==> src/rtl/keypad_encoder_if.sv <==
// Keypad encoder port bundle: raw button inputs toward the encoder and the
// registered strobes / key code coming back.
interface keypad_encoder_if;
  logic [0:9] btn_digit;
  logic       btn_clear;
  logic       btn_next;
  logic [0:9] IO;
  logic       clear;
  logic       prox;
  logic [3:0] key_code;
  logic       multi_key;

  modport master (
    output btn_digit, btn_clear, btn_next,
    input  IO, clear, prox, key_code, multi_key
  );

  modport slave (
    input  btn_digit, btn_clear, btn_next,
    output IO, clear, prox, key_code, multi_key
  );
endinterface

==> src/rtl/keypad_encoder.sv <==
// Keypad encoder: synchronizes 12 raw buttons, debounces a single winning key,
// emits one registered strobe per accepted press and ignores holds/bounces
// until the keypad has been quiet long enough.
module keypad_encoder #(
  parameter int DEBOUNCE_CYCLES = 4
) (
  input  logic             clk,
  input  logic             rst_n,
  keypad_encoder_if.slave  kp
);

  // Key indices: 0-9 digits, 10 clear, 11 next.
  localparam logic [3:0] KEY_CLEAR = 4'd10;
  localparam logic [3:0] KEY_NEXT  = 4'd11;
  localparam logic [7:0] CNT_EMIT  = 8'(DEBOUNCE_CYCLES - 1);
  // The HOLD sample that saw the keypad quiet is the first quiet cycle, so
  // RELEASE itself only has to see DEBOUNCE_CYCLES-1 more.
  localparam logic [7:0] CNT_QUIET = 8'(DEBOUNCE_CYCLES - 2);

  typedef enum logic [2:0] {IDLE, DEBOUNCE, EMIT, HOLD, RELEASE} state_t;

  state_t      state_q, state_d;
  logic [11:0] raw;
  logic [11:0] sync1_q, sync1_d;
  logic [11:0] sync2_q, sync2_d;
  logic [7:0]  cnt_q, cnt_d;
  logic [3:0]  key_q, key_d;
  logic [3:0]  code_q, code_d;
  logic [0:9]  io_q, io_d;
  logic        clear_q, clear_d;
  logic        prox_q, prox_d;
  logic        multi_q, multi_d;
  logic        armed_q, armed_d;

  logic [3:0]  win_code;
  logic [3:0]  n_hi;
  logic        win_vld;
  logic        multi_hit;
  logic        any_key;

  // Pack the raw buttons into one vector indexed by key number.
  always_comb begin
    raw = '0;
    for (int i = 0; i < 10; i++) raw[i] = kp.btn_digit[i];
    raw[10] = kp.btn_clear;
    raw[11] = kp.btn_next;
  end

  // Pick the winning key from the synchronized copy: clear dominates,
  // otherwise exactly one non-clear key wins and two or more is a conflict.
  always_comb begin
    win_code  = '0;
    win_vld   = 1'b0;
    multi_hit = 1'b0;
    n_hi      = '0;
    for (int i = 0; i < 12; i++) begin
      if (i != 10 && sync2_q[i]) begin
        n_hi     = n_hi + 4'd1;
        win_code = 4'(i);
      end
    end
    if (sync2_q[10]) begin
      win_code = KEY_CLEAR;
      win_vld  = 1'b1;
    end else if (n_hi == 4'd1) begin
      win_vld  = 1'b1;
    end else if (n_hi >= 4'd2) begin
      multi_hit = 1'b1;
    end
    any_key = |sync2_q;
  end

  // Synchronizer shift, next state, counters and strobe decode.
  always_comb begin
    sync1_d = raw;
    sync2_d = sync1_q;
    state_d = state_q;
    cnt_d   = cnt_q;
    key_d   = key_q;
    code_d  = code_q;
    io_d    = '0;
    clear_d = 1'b0;
    prox_d  = 1'b0;
    multi_d = 1'b0;
    armed_d = armed_q;
    // A fully quiet keypad re-arms the conflict pulse.
    if (!any_key) armed_d = 1'b1;
    case (state_q)
      IDLE: begin
        if (win_vld) begin
          key_d   = win_code;
          cnt_d   = '0;
          state_d = DEBOUNCE;
        end else if (multi_hit && armed_q) begin
          multi_d = 1'b1;
          armed_d = 1'b0;
        end
      end
      DEBOUNCE: begin
        if (!win_vld || win_code != key_q) begin
          state_d = IDLE;
        end else if (cnt_q == CNT_EMIT) begin
          // Strobes and key_code are registered, so they are decoded on the
          // way into EMIT and are visible exactly while EMIT is current.
          state_d = EMIT;
          code_d  = key_q;
          for (int i = 0; i < 10; i++) begin
            if (key_q == 4'(i)) io_d[i] = 1'b1;
          end
          clear_d = (key_q == KEY_CLEAR);
          prox_d  = (key_q == KEY_NEXT);
        end else begin
          cnt_d = cnt_q + 8'd1;
        end
      end
      EMIT: state_d = HOLD;
      HOLD: begin
        if (!any_key) begin
          state_d = RELEASE;
          cnt_d   = '0;
        end
      end
      RELEASE: begin
        if (any_key)                 state_d = HOLD;
        else if (cnt_q == CNT_QUIET) state_d = IDLE;
        else                         cnt_d   = cnt_q + 8'd1;
      end
      default: state_d = IDLE;
    endcase
  end

  // State and output registers; reset clears everything, truncating strobes.
  always_ff @(posedge clk or negedge rst_n) begin
    if (!rst_n) begin
      state_q <= IDLE;
      sync1_q <= '0;
      sync2_q <= '0;
      cnt_q   <= '0;
      key_q   <= '0;
      code_q  <= '0;
      io_q    <= '0;
      clear_q <= 1'b0;
      prox_q  <= 1'b0;
      multi_q <= 1'b0;
      armed_q <= 1'b1;
    end else begin
      state_q <= state_d;
      sync1_q <= sync1_d;
      sync2_q <= sync2_d;
      cnt_q   <= cnt_d;
      key_q   <= key_d;
      code_q  <= code_d;
      io_q    <= io_d;
      clear_q <= clear_d;
      prox_q  <= prox_d;
      multi_q <= multi_d;
      armed_q <= armed_d;
    end
  end

  assign kp.IO        = io_q;
  assign kp.clear     = clear_q;
  assign kp.prox      = prox_q;
  assign kp.key_code  = code_q;
  assign kp.multi_key = multi_q;

endmodule

==> src/flat_wrapper.sv <==
// flat-port wrapper written by rule: the top's interface ports become plain ports
module keypad_encoder_flat 
#(
  parameter int DEBOUNCE_CYCLES = 4
)
  (clk, rst_n, kp_btn_digit, kp_btn_clear, kp_btn_next, kp_IO, kp_clear, kp_prox, kp_key_code, kp_multi_key);
  keypad_encoder_if kp_i ();
  input  logic clk;
  input  logic rst_n;
  input wire logic [$bits(kp_i.btn_digit)-1:0] kp_btn_digit;
  input wire logic [$bits(kp_i.btn_clear)-1:0] kp_btn_clear;
  input wire logic [$bits(kp_i.btn_next)-1:0] kp_btn_next;
  output wire logic [$bits(kp_i.IO)-1:0] kp_IO;
  output wire logic [$bits(kp_i.clear)-1:0] kp_clear;
  output wire logic [$bits(kp_i.prox)-1:0] kp_prox;
  output wire logic [$bits(kp_i.key_code)-1:0] kp_key_code;
  output wire logic [$bits(kp_i.multi_key)-1:0] kp_multi_key;
  assign kp_i.btn_digit = kp_btn_digit;
  assign kp_i.btn_clear = kp_btn_clear;
  assign kp_i.btn_next = kp_btn_next;
  assign kp_IO = kp_i.IO;
  assign kp_clear = kp_i.clear;
  assign kp_prox = kp_i.prox;
  assign kp_key_code = kp_i.key_code;
  assign kp_multi_key = kp_i.multi_key;
  keypad_encoder #(.DEBOUNCE_CYCLES(DEBOUNCE_CYCLES)) u_core (.clk(clk), .rst_n(rst_n), .kp(kp_i));
endmodule
==> config.mk <==
export PLATFORM = sky130hd
export DESIGN_NAME = keypad_encoder_flat
export DESIGN_NICKNAME = d
export VERILOG_FILES = /design/src/rtl/keypad_encoder_if.sv /design/src/rtl/keypad_encoder.sv /design/src/flat_wrapper.sv
export SDC_FILE = /design/constraint.sdc
export NUM_CORES = 1
export LEC_CHECK = 0
export ABC_AREA = 1
export CORE_ASPECT_RATIO = 0.7
export CORE_MARGIN = 2
export CORE_UTILIZATION = 52
export CTS_CLUSTER_DIAMETER = 120
export DETAILED_ROUTE_END_ITERATION = 6
export GPL_ROUTABILITY_DRIVEN = 0
export HOLD_SLACK_MARGIN = 0.05
export PLACE_DENSITY = 0.76
export REMOVE_ABC_BUFFERS = 1
export SYNTH_ARGS = -nofsm -noshare
export SYNTH_HDL_FRONTEND = slang
export SYNTH_SLANG_ARGS = --single-unit
==> constraint.sdc <==
create_clock -name clk -period 5.75 [get_ports clk]
set_clock_uncertainty 0.1 [all_clocks]
set_input_delay 1.15 -clock clk [delete_from_list [all_inputs] [get_ports clk]]
set_output_delay 1.15 -clock clk [all_outputs]
set_load 0.05 [all_outputs]
==> results of run 1 <==
## path summary, 6_finish.rpt
kind | from | to | slack (ns) | cells after the start
max | u_core.sync2_q[0] | u_core.state_q[1] | -0.13 | 39
min reg2reg | u_core.sync1_q[3] | u_core.sync2_q[3] | 0.25 | 0
max reg2reg | u_core.sync2_q[0] | u_core.state_q[1] | -0.13 | 39
max in group asynchronous | rst_n | u_core.sync2_q[2] | 4.24 | 2
min in group asynchronous | rst_n | u_core.kp.IO[6] | 0.84 | 2
min | u_core.sync1_q[3] | u_core.sync2_q[3] | 0.25 | 0
## per-stage QoR
step / area [sq um] / power (mW)
detailed placement: 3735 / 0.9795
finish: 4584 / 1.596
floorplan: 3233 / 0.8494
CTS: 4350 / 1.480
global placement: 3735 / 0.9617
global route: 4584 / 1.685
## where the power goes
group	switching [mW]	total [mW]	internal (mW)
clock network	0.175	0.388	0.212
logic	0.442	0.719	0.277
registers	0.0452	0.490	0.445
## layer usage
| layer | up-vias | share of wire [%] |
|---|---|---|
| met1 | 1463 | 42 |
| met2 | 120 | 50 |
| met4 | 0 | 2.7 |
| met3 | 24 | 5.3 |
| li1 | 1501 | - |
| met5 | - | 0 |
## kinds of logic after synthesis
group,Yosys count,share of synthesized area (%)
AO/OA/AOI/OAI,29,5.263
XOR/XNOR,9,2.671
adder cells (fa/ha/maj),12,4.644
buffers and inverters,65,7.546
flip-flops,57,44.16
AND/OR/NAND/NOR,240,35.72
## cells in the mapped netlist (2+ instances only)
| library cell | instances |
|---|---|
| nor2_1 | 45 |
| inv_1 | 59 |
| a21oi_1 | 7 |
| nor3_1 | 3 |
| nand3_2 | 10 |
| nand3b_1 | 2 |
| nor2_4 | 2 |
| nand4_1 | 3 |
| a31oi_1 | 2 |
| xor2_1 | 7 |
| or2_2 | 6 |
| ha_1 | 12 |
| nand3_1 | 44 |
| dfrtp_1 | 56 |
| o21ai_0 | 8 |
| nand2_2 | 17 |
| nand2_4 | 3 |
| nand2_1 | 102 |
| o21ai_1 | 5 |
| inv_2 | 6 |
## flip-flops by register name (all words and copies together) (netlist names)
| signal | cells |
|---|---|
| u_core.key_q | 4 |
| u_core.kp.IO | 10 |
| u_core.kp.prox | 1 |
| u_core.kp.multi_key | 1 |
| u_core.state_q | 3 |
| u_core.kp.key_code | 4 |
| u_core.sync2_q | 12 |
| u_core.armed_q | 1 |
| u_core.sync1_q | 12 |
| u_core.cnt_q | 8 |
| u_core.kp.clear | 1 |
## area by class of cell
class                           count  area [sq um]
Timing Repair Buffer               86         723.2
Inverter                           65         249.0
Clock inverter                      6         67.56
Sequential cell                    57          1428
Clock buffer                       10         137.6
Fill cell                         376          1286
Tap cell                           75         93.84
Multi-Input combinational cell    291          1886
## layout by cell type (no fill, tap or decap), types with 6 or more instances in the layout
master / instances
a21oi_1: 6
buf_4: 54
clkbuf_8: 10
clkdlybuf4s50_1: 29
dfrtp_1: 56
ha_4: 6
inv_1: 54
inv_2: 9
nand2_1: 73
nand2_2: 38
nand2_4: 11
nand3_1: 39
nand3_2: 10
nor2_1: 35
nor2_2: 7
o21ai_1: 8
xor2_1: 7
## worst register-to-register path: cells and delay by family, from the launching register on
kind	cells	cell delay [ns]
DFF	1	0.39
and+or+nand+nor	24	2.70
adders and majority gates	9	2.16
buffers and inverters	6	0.37
## timing repair
| action | 4_1_cts | 5_1_grt |
|---|---|---|
| setup endpoints to repair | 33 | 33 |
| buffers inserted | 42 | 5 |
| gates cloned | 0 | 1 |
| resized for setup | 24 | 61 |
| pin swaps | 28 | 36 |
==> reports/qor.csv, run 1 <==
stage,metric,value,unit
route,wirelength,8734,microns
clocking,cts_hold_buf,0,
min_path,hp-class,flip-flop to flip-flop,
setup_path,cp.required,5.87,ns
setup_path,path_class,flip-flop to flip-flop,
die,start_util,55.07,%
setup_path,slowest_stage,dfrtp_1,
setup_path,end_kind,flip-flop,
setup_path,cp.arrival,6.00,ns
clocking,cts_htree_levels,3,
route,vias,3108,
cells_and_area,nNetsFinal,536,
sta,fin_ws,-0.1251,ns
placement,dp.cells,532,
route,drt_iter0_drc,192,
sta,fin_crit_sh,102.2,%
power_and_ir_drop,leakage,2.331,nW
setup_path,startpoint_type,flip-flop,
logic_synthesis,ys_seq_elements,57,
logic_synthesis,syn_area,3233,sq um
setup_path,critPathBufInv,6,
power_and_ir_drop,max-vdd-ir-drop,0.2769,mV
setup_path,timing.critical_path.fanout_max,3,
global_route,gr-max-usage-layer,met2,
placement,io_buffers,30,
global_route,grt_pass1_wl,13270,microns
route,final_antenna_net_count,0,
sta,max_slew_margin,18.73,%
global_route,grt_util_met3,8.308,%
die,die_area,6874,sq um
die,die_y,69.97,microns
clocking,cts_tree,built,
cells_and_area,instances_no_fill,590,
route,vias_per_cell,5.268,
die,std_cell_rows,23,
clocking,clkLatencyLatePin,0.34,ns
clocking,clk_pin_slew,0.07,ns
cells_and_area,areaGrowthSynthToFinish,41.80,%
sta,timing.final.hold_violations,0,
logic_synthesis,synth_cells,412,
clocking,numCtsBuffers,9,
route,wl_per_cell,14.80,microns
logic_synthesis,synth_edf_count,0,
global_route,grtUsageMet1,29.94,%
global_route,grt_max_degree,58,
setup_path,crit_path_frequent_cell,nand2_1,
status,outcome,finished with violations,
sta,worst_pin_slew,1.216,ns
cells_and_area,drive_above_1_share,34.56,%
sta,slew_viol_final,0,
placement,pre_cts_ws,-0.5980,ns
global_route,track_usage,24.67,%
logic_synthesis,synth_cell_types,33,
sta,fmax,0.1702,GHz
logic_synthesis,yosysSeqAreaShare,44.16,%
setup_path,slowest_delay,0.39,ns
die,fp.dieW,98.25,microns
route,drt-pass1-iter-count,5,
logic_synthesis,synthFlopType,dfrtp_1,
global_route,antenna_found_initial,0,
logic_synthesis,post-synth-top-area-cell,dfrtp_1,
global_route,use_met2,41.48,%
cells_and_area,antenna_cells,0,
power_and_ir_drop,p_per_area,348.2,nW/um^2
clocking,clock-sinks,57,
sta,rsz0062_at_grt,true,
route,drc_errors,0,
sta,finalSetupViolations,30,
sta,hold_ws,0.2486,ns
global_route,overflow,0,
clocking,ctsRootBufferMaster,clkbuf_8,
cells_and_area,final_util,78.09,%
die,num_io_pins,31,
logic_synthesis,synth_top_cell_area_share,43.34,%
die,core,5871,sq um
logic_synthesis,yosys_warnings,0,
logic_synthesis,synthTopCellsByArea,"dfrtp_1, nand2_1, inv_1",
status,violations,setup timing,
setup_path,crit_family,simple AND/OR/NAND/NOR gates,
logic_synthesis,synth_area_per_cell,7.847,sq um
job,drv_cap,0,
logic_synthesis,synth-async-reset-ratio,100.0,%
clocking,cts_buffer_depth,2,
sta,layout_min_cycle_time,5.875,ns
sta,setup_tns,-2.259,ns
placement,hpwl,4943,microns
global_route,first_global_vias,2930,
No activity file was read; power rests on OpenSTA's default activity.
==> inputs of run 2 (changes only) <==
==> constraint.sdc (replaced) <==
create_clock -name clk -period 5.75 [get_ports clk]
set_clock_uncertainty 0.1 [all_clocks]
set_input_delay 1.15 -clock clk [delete_from_list [all_inputs] [get_ports clk]]
set_output_delay 1.15 -clock clk [all_outputs]
set_load 0.005 [all_outputs]
==> results of run 2 <==
Same layout as run 1 (identical final DEF). Status: finished with violations: setup timing.
Main changes from that run: total power 1.596 mW -> 1.573 mW
==> RTL change (settings of run 2) <==
The 5 states of `state_t` get a Gray code encoding in 3 bits.
--- a/src/rtl/keypad_encoder.sv
+++ b/src/rtl/keypad_encoder.sv
@@ -18,5 +18,5 @@
   localparam logic [7:0] CNT_QUIET = 8'(DEBOUNCE_CYCLES - 2);
 
-  typedef enum logic [2:0] {IDLE, DEBOUNCE, EMIT, HOLD, RELEASE} state_t;
+  typedef enum logic [2:0] {IDLE = 3'b000, DEBOUNCE = 3'b001, EMIT = 3'b011, HOLD = 3'b010, RELEASE = 3'b110} state_t;
 
   state_t      state_q, state_d;
Formal check against the unedited RTL: same outputs for any inputs over 10 cycles, from zero or initial values and one cycle with rst_n low; not proved beyond that.
==> RTL change against run 2 <==
The flow still finishes with violations (negative setup slack). Via count is 1.4% lower. Combinational power shrank 7.9%. Setup slack gained 18 ps. Cell area is 0.52% lower. Routed wire length shrank 4.4%. Die area up 1.5%. Sequential cell count unchanged. First-iteration DRC count fell by 17%. Power down 3.7%. Synthesized area increased by 1.5%. Critical endpoint is now u_core.kp.IO[3]$_DFF_PN0_. Largest cell class unchanged.
==> RTL change: results (changes against run 2) <==
| Metric | Value |
|---|---|
| Setup violators final | 26 (was 30) |
| Vias in the first global route | 2858 (was 2930) |
| Fill cells | 420 (was 376) |
| Violated checks | negative setup slack (unchanged) |
| Global routing usage on met3 | 0.0490 (was 0.0831) |
| Global Route met2 Usage | 0.366 (was 0.415) |
| WHS Endpoint | u_core.sync2_q[10]$_DFF_PN0_ (was u_core.sync2_q[3]$_DFF_PN0_) |
| PnR worst setup slack | -107 ps (was -125 ps) |
| Clock Power | 0.383 mW (was 0.388 mW) |
| # placed instances | 537 (was 532) |
| Leakage | 2.27 nW (was 2.33 nW) |
| Synth top area cells | dfrtp_1 (43%), nand2_1 (12%), inv_1 (7.1%), nand3_1 (6.3%), ha_1 (4.6%) (was dfrtp_1 (43%), nand2_1 (12%), inv_1 (6.8%), nand3_1 (6.8%), nor2_1 (5.2%)) |
| Least-Margin Pin Slew | 1090 ps (was 1220 ps) |
| Yosys cell types | 30 (was 33) |
| WL met3 | 446 um (was 461 um) |
| Drt initial violations | 159 (was 192) |
| Combinational share of power | 0.423 (was 0.442) |
| Avg Inst Size Synth | 7.93 um2 (was 7.85 um2) |
| Placed Instance Area | 3790 um2 (was 3730 um2) |
| Most common library cells after synthesis | nand2_1 (107), inv_1 (62), dfrtp_1 (56) (was nand2_1 (102), inv_1 (59), dfrtp_1 (56)) |
| Met1 usage | 0.322 (was 0.299) |
| CP startpoint | u_core.sync2_q[1]$_DFF_PN0_ (was u_core.sync2_q[0]$_DFF_PN0_) |
| Detail Route met2 WL | 4030 um (was 4350 um) |
| Status | finished, violations left (unchanged) |
| R2R Path End | u_core.kp.IO[3]$_DFF_PN0_ (was u_core.state_q[1]$_DFFE_PN0P_) |
| Worst Path Max Fanout | 5 (was 3) |
| Global-route wire length before repair | 13100 um (was 13300 um) |
| Layout Nets | 523 (was 536) |
| Placement-stage worst setup slack | -592 ps (was -598 ps) |
| M1 WL | 3720 um (was 3680 um) |
| Hold Path Origin | u_core.sync1_q[10]$_DFF_PN0_ (was u_core.sync1_q[3]$_DFF_PN0_) |
| WL final | 8350 um (was 8730 um) |
[RTL change: worst max-delay path by stage]
stage                                        endpoint  slack, ps  depth (start not counted)
after floorplan           u_core.cnt_q[2]$_DFFE_PN0P_       -250                         41
after global placement    u_core.cnt_q[6]$_DFFE_PN0P_       -390                         41
after detailed placement  u_core.cnt_q[3]$_DFFE_PN0P_       -590                         41
after CTS                 u_core.cnt_q[3]$_DFFE_PN0P_       -130                         41
after global routing      u_core.key_q[2]$_DFFE_PN0P_       -340                         40
final                       u_core.kp.IO[3]$_DFF_PN0_       -110                         39
[RTL change: area by class of cell]
| cell class | instances | area [um2] | area share |
|---|---|---|---|
| clock inverter | 3 | 40.0 | 0.00878 |
| tap | 78 | 97.6 | 0.0214 |
| clock buffer | 12 | 155 | 0.0340 |
| sequential | 57 | 1430 | 0.313 |
| multi-input combinational | 294 | 1980 | 0.433 |
| inverter | 65 | 251 | 0.0551 |
| timing repair buffer | 70 | 612 | 0.134 |
